File: src/rtl/apb_rr_arbiter.sv
// apb_rr_arbiter: round-robin scheduler that shares one APB bridge among
// NREQ local requesters. Only one transfer is in flight at any time.
//
// Ports
//   pclk, presetn            clock (rising edge), async active-low reset
//   req_valid/write/addr/wdata   per-requester request; slice i = [i*W +: W]
//   req_ready                one-hot combinational accept (IDLE only)
//   rsp_valid                one-hot, 1-cycle response pulse to the owner
//   rsp_rdata, rsp_err       response payload; held until the next response
//   grant_id                 index of the current/last owner
//   timeout_flag             sticky; set when a transfer times out
//   ptransfer/pwrite/paddr/pwdata   request side of the bridge
//   pready/pslverr/prdata           completion side of the bridge

// Per-requester slice: works out whether this lane wins arbitration, and
// contributes its payload to the one-hot OR-mux in the top level.
module apb_rr_lane #(
  parameter int NREQ = 4,
  parameter int AW   = 32,
  parameter int DW   = 32,
  parameter int IW   = 2,
  parameter int LANE = 0
) (
  input  logic [NREQ-1:0] req_valid,
  input  logic [NREQ-1:0] above,      // lanes with index strictly above ptr
  input  logic            wrap,       // no request above ptr: scan from lane 0
  input  logic [IW-1:0]   ptr,
  input  logic [IW-1:0]   grant_id,
  input  logic            req_write,
  input  logic [AW-1:0]   req_addr,
  input  logic [DW-1:0]   req_wdata,
  output logic            is_above,
  output logic            gnt,
  output logic            owner,
  output logic            write_term,
  output logic [IW-1:0]   id_term,
  output logic [AW-1:0]   addr_term,
  output logic [DW-1:0]   wdata_term
);
  localparam logic [IW-1:0]   ID  = IW'(LANE);
  localparam logic [NREQ-1:0] LOW = NREQ'((1 << LANE) - 1);

  logic [NREQ-1:0] cand;

  assign is_above = (ID > ptr);
  // Rotating priority = lowest-index request above ptr, else lowest overall.
  assign cand       = wrap ? req_valid : (req_valid & above);
  assign gnt        = cand[LANE] && !(|(cand & LOW));
  assign owner      = (grant_id == ID);
  assign write_term = gnt & req_write;
  assign id_term    = gnt ? ID : '0;
  assign addr_term  = gnt ? req_addr : '0;
  assign wdata_term = gnt ? req_wdata : '0;
endmodule

module apb_rr_arbiter #(
  parameter int NREQ    = 4,
  parameter int AW      = 32,
  parameter int DW      = 32,
  parameter int TIMEOUT = 16,
  localparam int IW     = $clog2(NREQ)
) (
  input  logic               pclk,
  input  logic               presetn,
  input  logic [NREQ-1:0]    req_valid,
  input  logic [NREQ-1:0]    req_write,
  input  logic [NREQ*AW-1:0] req_addr,
  input  logic [NREQ*DW-1:0] req_wdata,
  output logic [NREQ-1:0]    req_ready,
  output logic [NREQ-1:0]    rsp_valid,
  output logic [DW-1:0]      rsp_rdata,
  output logic               rsp_err,
  output logic [IW-1:0]      grant_id,
  output logic               timeout_flag,
  output logic               ptransfer,
  output logic               pwrite,
  output logic [AW-1:0]      paddr,
  output logic [DW-1:0]      pwdata,
  input  logic               pready,
  input  logic               pslverr,
  input  logic [DW-1:0]      prdata
);
  localparam int TW = $clog2(TIMEOUT);
  localparam logic [TW-1:0] TMAX = TW'(TIMEOUT - 1);

  typedef enum logic [1:0] {S_IDLE, S_BUSY, S_RESP} state_t;

  state_t state, state_nxt;
  logic [IW-1:0] ptr;
  logic [TW-1:0] timer;

  logic [NREQ-1:0] above, gnt_vec, owner_vec, wr_terms;
  logic [NREQ-1:0][IW-1:0] id_terms;
  logic [NREQ-1:0][AW-1:0] addr_terms;
  logic [NREQ-1:0][DW-1:0] wdata_terms;
  logic [NREQ:0][IW-1:0]   id_acc;
  logic [NREQ:0][AW-1:0]   addr_acc;
  logic [NREQ:0][DW-1:0]   wdata_acc;
  logic wrap, any_req, time_up;

  assign wrap    = ~|(req_valid & above);
  assign any_req = |req_valid;
  assign time_up = (timer == TMAX);

  assign id_acc[0]    = '0;
  assign addr_acc[0]  = '0;
  assign wdata_acc[0] = '0;

  for (genvar i = 0; i < NREQ; i++) begin : g_lane
    apb_rr_lane #(.NREQ(NREQ), .AW(AW), .DW(DW), .IW(IW), .LANE(i)) u_lane (
      .req_valid (req_valid),
      .above     (above),
      .wrap      (wrap),
      .ptr       (ptr),
      .grant_id  (grant_id),
      .req_write (req_write[i]),
      .req_addr  (req_addr[i*AW +: AW]),
      .req_wdata (req_wdata[i*DW +: DW]),
      .is_above  (above[i]),
      .gnt       (gnt_vec[i]),
      .owner     (owner_vec[i]),
      .write_term(wr_terms[i]),
      .id_term   (id_terms[i]),
      .addr_term (addr_terms[i]),
      .wdata_term(wdata_terms[i])
    );
    assign id_acc[i+1]    = id_acc[i]    | id_terms[i];
    assign addr_acc[i+1]  = addr_acc[i]  | addr_terms[i];
    assign wdata_acc[i+1] = wdata_acc[i] | wdata_terms[i];
  end

  assign req_ready = (state == S_IDLE) ? gnt_vec : '0;

  always_ff @(posedge pclk or negedge presetn) begin
    if (!presetn) state <= S_IDLE;
    else          state <= state_nxt;
  end

  always_comb begin
    state_nxt = state;
    case (state)
      S_IDLE:  if (any_req) state_nxt = S_BUSY;
      S_BUSY:  if (pready || time_up) state_nxt = S_RESP;
      S_RESP:  state_nxt = S_IDLE;
      default: state_nxt = S_IDLE;
    endcase
  end

  always_ff @(posedge pclk or negedge presetn) begin
    if (!presetn) begin
      ptr          <= IW'(NREQ - 1);
      timer        <= '0;
      grant_id     <= '0;
      ptransfer    <= 1'b0;
      pwrite       <= 1'b0;
      paddr        <= '0;
      pwdata       <= '0;
      rsp_valid    <= '0;
      rsp_rdata    <= '0;
      rsp_err      <= 1'b0;
      timeout_flag <= 1'b0;
    end else begin
      case (state)
        S_IDLE: if (any_req) begin
          pwrite    <= |wr_terms;
          paddr     <= addr_acc[NREQ];
          pwdata    <= wdata_acc[NREQ];
          ptransfer <= 1'b1;
          grant_id  <= id_acc[NREQ];
          ptr       <= id_acc[NREQ];
          timer     <= '0;
        end
        S_BUSY: begin
          // pready takes precedence over an expiry on the same cycle
          if (pready) begin
            rsp_rdata <= pwrite ? '0 : prdata;
            rsp_err   <= pslverr;
            rsp_valid <= owner_vec;
            ptransfer <= 1'b0;
          end else if (time_up) begin
            rsp_rdata    <= '0;
            rsp_err      <= 1'b1;
            timeout_flag <= 1'b1;
            rsp_valid    <= owner_vec;
            ptransfer    <= 1'b0;
          end else begin
            timer <= timer + 1'b1;
          end
        end
        S_RESP: rsp_valid <= '0;
        default: ;
      endcase
    end
  end
endmodule
File: config.mk
export PLATFORM = sky130hd
export DESIGN_NAME = apb_rr_arbiter
export DESIGN_NICKNAME = d
export VERILOG_FILES = /design/src/rtl/apb_rr_arbiter.sv
export SDC_FILE = /design/constraint.sdc
export NUM_CORES = 1
export LEC_CHECK = 0
export ABC_CLOCK_PERIOD_IN_PS = 5200
export CAP_MARGIN = 20
export CELL_PAD_IN_SITES_DETAIL_PLACEMENT = 2
export CELL_PAD_IN_SITES_GLOBAL_PLACEMENT = 2
export CORE_ASPECT_RATIO = 1.75
export CORE_UTILIZATION = 21
export CTS_CLUSTER_SIZE = 14
export DETAILED_ROUTE_END_ITERATION = 8
export GPL_TIMING_DRIVEN = 1
export PLACE_DENSITY = 0.89
export SKIP_CTS_REPAIR_TIMING = 1
export SLEW_MARGIN = 20
export SYNTH_ARGS = -nofsm -noshare
export SYNTH_HDL_FRONTEND = slang
export SYNTH_SLANG_ARGS = --single-unit
File: constraint.sdc
create_clock -name pclk -period 5.2 [get_ports pclk]
set_input_delay 1.3 -clock pclk [delete_from_list [all_inputs] [get_ports pclk]]
set_output_delay 1.3 -clock pclk [all_outputs]
set_load 0.03 [all_outputs]
# Word level (Yosys, flattened, before mapping)
# Index checks and enable logic that the tools add are counted.
# W data, S select, Z words.
dict set report classes {
  n_addsub 1
  order_cmp 4
  n_eq_ne 11
  n_mux 32
  bitwise 14
  n_reduce_logical 24
}
# cell count
set op_table {}
lappend op_table {{$mux W32} 11}
lappend op_table {{$or A32 B32 Y32} 6}
lappend op_table {{$mux W4} 7}
lappend op_table {{$pmux W4 S2} 2}
lappend op_table {{$reduce_or A4 Y1} 3}
lappend op_table {{$mux W2} 4}
lappend op_table {{$ne A2 B2 Y1 const B} 4}
lappend op_table {{$reduce_and A2 Y1} 4}
lappend op_table {{$eq A2 B2 Y1 const B} 3}
lappend op_table {{$mux W1} 6}
lappend op_table {{$reduce_and A3 Y1} 2}
lappend op_table {{$reduce_bool A2 Y1} 3}
lappend op_table {{$add A4 B1 Y4 const B} 1}
lappend op_table {{$and A1 B1 Y1} 4}
lappend op_table {{$and A4 B4 Y4} 1}
lappend op_table {{$eq A2 B1 Y1 const B} 2}
lappend op_table {{$eq A4 B4 Y1 const B} 1}
lappend op_table {{$gt A1 B2 Y1 const A} 2}
lappend op_table {{$gt A2 B2 Y1 const A} 2}
lappend op_table {{$logic_not A2 Y1} 2}
lappend op_table {{$or A2 B2 Y2} 2}
lappend op_table {{$pmux W2 S2} 1}
lappend op_table {{$reduce_and A4 Y1} 1}
lappend op_table {{$logic_and A1 B1 Y1} 3}
lappend op_table {{7 further kinds} 9}
dict set report totals {
  regBits 114
  in_bits 300
  output_inout_bits 110
  wordCells 98
}

# Longest topological paths before layout
dict set report logic_depth {
  ltp_word 10
  depth_mapped 7
  mapped_depth_nobuf 6
}

# Modules after synthesis
# A second synthesis with hierarchy kept.
dict set report hier_totals {
  hier_cells 1023
  hier_area_um2 9217.6
}
# mod n_inst cells_per_inst area_each_um2 seq_area_each_um2
set by_module_without_submodules {}
lappend by_module_without_submodules {apb_rr_arbiter 1 503 4938.5 2855.2}
lappend by_module_without_submodules {{apb_rr_lane at g_lane[3].u_lane} 1 181 1423.9 0.0}
lappend by_module_without_submodules {{apb_rr_lane at g_lane[2].u_lane} 1 160 1153.6 0.0}
lappend by_module_without_submodules {{apb_rr_lane at g_lane[0].u_lane} 1 92 864.6 0.0}
lappend by_module_without_submodules {{apb_rr_lane at g_lane[1].u_lane} 1 87 837.1 0.0}

# Worst setup path after synthesis
# No wires, ideal clock.
dict set report synth_timing {
  path_type {input -> output}
  from {input req_valid[0]}
  to {output req_ready[1]}
  t_arrival_ns 2.677
  required_time_ns 3.900
  path_slack_ns 1.223
  cell_stages 7
  path_buffers 3
  cell_sequence {clkbuf_1 or3_1 o221ai_2 buf_6 buf_2 nand2_1 nor2_1}
}
dict set report synth_between {
  elab_chain_len 6
}
# item line_no
set synth_lines {}
lappend synth_lines {{start: declaration} 65} ;# input logic [NREQ-1:0] req_valid,
lappend synth_lines {{$and A4 B4 Y4} 101} ;# assign wrap = ~|(req_valid & above);
lappend synth_lines {{$reduce_or A4 Y1} 101}
lappend synth_lines {{$mux W4 *} -}
lappend synth_lines {{$logic_not A1 Y1} 48} ;# assign gnt = cand[LANE] && !(|(cand & LOW));
lappend synth_lines {{$logic_and A1 B1 Y1 *} 48}
lappend synth_lines {{$mux W4 *} 132} ;# assign req_ready = (state == S_IDLE) ? gnt_vec : '0;
lappend synth_lines {{end: declaration} 69} ;# output logic [NREQ-1:0] req_ready,
# Every way passes the cells marked *; elsewhere a longest branch is shown, timed or not.

# Final worst setup path
dict set report layout_timing {
  from {input req_valid[2]}
  to {output req_ready[1]}
}
dict set report layout_between {
  elab_chain_len 6
}
# item line_no
set layout_lines {}
lappend layout_lines {{$and A4 B4 Y4 *} 101}
lappend layout_lines {{$reduce_or A4 Y1 *} 101}
lappend layout_lines {{$mux W4 *} -}
lappend layout_lines {{$logic_not A1 Y1} 48}
lappend layout_lines {{$logic_and A1 B1 Y1 *} 48}
lappend layout_lines {{$mux W4 *} 132}
# Marks and branches as above.

==> summary.md <==
| Metric | Value |
|---|---|
| Fin crit period | `4660 ps` |
| Total gr overflow | `0` |
| WL/cell | `25.1 µm` |
| Dominant cells by area after synthesis | `dfrtp_1 46%, a32oi_1 9.3%, a41oi_1 9.3%, nand3_1 6.8%, a31oi_1 6.6%` |
| Htree depth | `4` |
| Most used cell, CP | `clkdlybuf4s50_1` |
| Class of the worst hold path | `reg -> reg` |
| Max-cap check violation count | `0` |
| Count of different cell masters after synthesis | `42` |
| GR Util All Layers | `23.6%` |
| Initial Util | `21.4%` |
| Die area | `about 30,000 µm²` |
| Detail-routed via count per cell | `5.41` |
| Iter 0 DRT Violations | `267` |
| Sequential share of the synthesized area | `46.4%` |
| Crit. End Element | `output pin` |
| Final HPWL DP | `25,200 µm` |
| Most frequent cells in the layout | `403 x clkdlybuf4s50_1, 112 x dfrtp_1, 83 x nand3_1` |
| Clock Latency Late Sink | `440 ps` |
| Register share of total power | `between 20% and 30%` |
| Number of synthesized register bits | `around 110` |
| Ports | `410` |
| Input/output buffers | `between 400 and 500` |
| Final WL | `35,300 µm` |
| Layout area overhead | `80.5%` |
| Core footprint | `28,700 µm²` |
| Gate power share | `56.5%` |
| Dominant synthesized flop cell | `dfrtp_1` |
| Biggest area consumer among synthesized cells | `dfrtp_1` |
| Critical Path AT | `3360 ps` |
| TritonCTS clock tree | `built` |
| Commonest non-fill, non-tap cell in the layout | `clkdlybuf4s50_1` |
| Post-Syn Nets | `955` |
| CP startpoint kind | `input pin` |
| Clock share of power | `19.5%` |
| Cell-internal power | `0.00356 W` |
| Number of global-route vias before repair | `8,755` |
| Total design power | `0.00663 W` |
| RSZ-0062 raised after global routing | `no` |
| CTS root buf | `clkbuf_16` |
| Fin Setup TNS | `0 ps` |
| Number of synthesized flops with an enable pin | `0` |
| Worst EP required | `3900 ps` |
| Net Sw Frac | `46.4%` |
| Die width | `131 µm` |
| Critical path class | `in -> out` |
| Die height | `approximately 230 µm` |
| Area of the multi-input gates | `2900 µm²` |
| CTS clk-pin slew, worst paths | `roughly 60 ps` |
| Nets | `1,316` |
| Ys async rst share | `100%` |
| CTS Sinks | `114` |
| Worst path top cell family by delay | `buffers and inverters` |
| Cells along the critical path | `clkdlybuf4s50_1, or3_1, o221ai_4, nand2_1, nor2_1, clkdlybuf4s50_1` |
| Synth Warn # | `0` |
| Synthesized area per cell | `9.41 µm²` |
| Leakage | `~4.2 nW` |
| Hold WS | `474 ps` |
| Post-route clock period utilization | `between 80 and 90%` |
| Fillers | `3,130` |
| Cell Area, Synth | `6150 µm²` |
| Num CTS Buffers | `17` |
| Cell Pwr Density | `597 nW/µm²` |
| Fin. max-slew vios | `0` |
| Antenna-violating nets left | `0` |
| Switching power | `0.00308 W` |
| Initial antenna violation count | `4` |
| FP Rows | `around 80` |
| Crit path max-delay cell type | `clkdlybuf4s50_1` |
| Clock skew after layout | `approximately 7.1 ps` |
| Mapped Cells | `654` |
| Layout cells sized above 1 | `6.42%` |
| FF/Latch Area | `2860 µm²` |
| Headroom to the max-slew limit | `32.8%` |
| Pre-antenna DRT Iters | `4` |
| Max incr delay on CP | `710 ps` |
| Crit path max fanout | `6` |
| DR vias | `7,624` |
| Status | `complete, no violations` |
| Buffer and inverter count on the worst path | `2` |
| RePlAce Congestion | `a little over 0.8` |
| DRC errors left | `0` |
| Finish-stage setup viols | `0` |
| Maximum VDD drop | `0.000273 V` |
| Max Clock Freq | `0.215 GHz` |
| First-pass GRT wire length | `roughly 53,000 µm` |
| Clk buf depth | `2` |
| Synth top area share | `approximately 46%` |
| Slew @ Worst Pin | `between 1000 and 1500 ps` |
| Final Hold Fails | `0` |
| Pin count of the biggest net entering global routing | `72` |
-- sequential cells by signal, summed over array words and instances, names as in the netlist --
name / cells
paddr: 32
timer: 4
state: 2
rsp_rdata: 32
pwdata: 32
ptransfer: 1
ptr: 2
timeout_flag: 1
rsp_valid: 4
rsp_err: 1
grant_id: 2
pwrite: 1
-- area by class of cell --
type                       instances  share of cell area, %
timing repair buffer             425                   38.0
multi-input combinational        452                   26.1
sequential                       114                   25.7
tap                              378                   4.26
clock buffer                      19                   4.08
clock inverter                    13                   1.64
inverter                           5                  0.169
antenna                            3                 0.0676
-- synth_stat cells, types with 2 or more instances --
| library cell | instances |
|---|---|
| xor2_1 | 2 |
| or2_1 | 2 |
| a22o_1 | 19 |
| nand3b_1 | 2 |
| o22ai_1 | 2 |
| buf_1 | 8 |
| a41oi_1 | 65 |
| a32oi_1 | 65 |
| nor2_1 | 72 |
| o21ai_1 | 5 |
| or3_1 | 2 |
| clkbuf_1 | 42 |
| buf_6 | 10 |
| inv_1 | 3 |
| dfrtp_1 | 112 |
| a21oi_1 | 6 |
| buf_2 | 22 |
| nand2b_1 | 3 |
| dfstp_2 | 2 |
| a31oi_1 | 65 |
| nor2b_1 | 4 |
| nand2_1 | 39 |
| nand3_1 | 83 |
-- worst reg2reg max path, stage by stage (launching register included) --
cell and delay (ps):
dfrtp_1 420, or2_1 420, nor2_4 600, buf_4 420
nor2_1 110, a31oi_1 190
-- per-stage QoR --
| step | instance area (µm²) | instances | worst slack (ps) | util (%) |
|---|---|---|---|---|
| after floorplan | 6150 | 654 | 1220 | - |
| after global placement | 10500 | 1374 | 614 | 36.4 |
| after detailed placement | 10500 | 1374 | 575 | 36.4 |
| after CTS | 11100 | 1406 | 539 | 38.6 |
| after global routing | 11100 | 1407 | 498 | 38.6 |
| final | 11100 | 1409 | 539 | 38.7 |
-- layer usage --
layer	vias to the layer above	track usage, %	wire length, µm
met1	3860	22.3	11900
met3	88	5.30	1810
met2	357	46.3	20000
met5	-	0	34
met4	6	12.4	1520
li1	3313	-	-
-- path summary, 6_finish.rpt --
| path | slack [ps] | start | cells past startpoint | to |
|---|---|---|---|---|
| setup / recovery | 540 | req_valid[2] | 6 | req_ready[1] |
| hold / removal | 470 | rsp_rdata[1] | 2 | rsp_rdata[1] |
| setup reg to reg | 2950 | state[0] | 5 | paddr[14] |
| hold reg to reg | 470 | rsp_rdata[1] | 2 | rsp_rdata[1] |
| max in group asynchronous | 3440 | presetn | 2 | ptr[0] |
| min in group asynchronous | 880 | presetn | 1 | paddr[13] |
-- power by group through the flow --
stage	sequential, W	clock (W)	combinational [W]
2_1_floorplan	0.00227	0	0.00145
3_3_place_gp	0.00155	0	0.00361
3_5_place_dp	0.00160	0	0.00376
4_1_cts	0.00160	0.00133	0.00379
5_1_grt	0.00164	0.00135	0.00396
6_report	0.00159	0.00129	0.00375
-- logic make-up after synthesis --
logic type,share of synthesized area [%]
xor+xnor,0.285
fa+ha+maj,0.203
flops,46.4
mux,0.163
simple gates,15.7
buf+inv,7.10
compound gates,30.2
(Power assumes the default switching activity.)
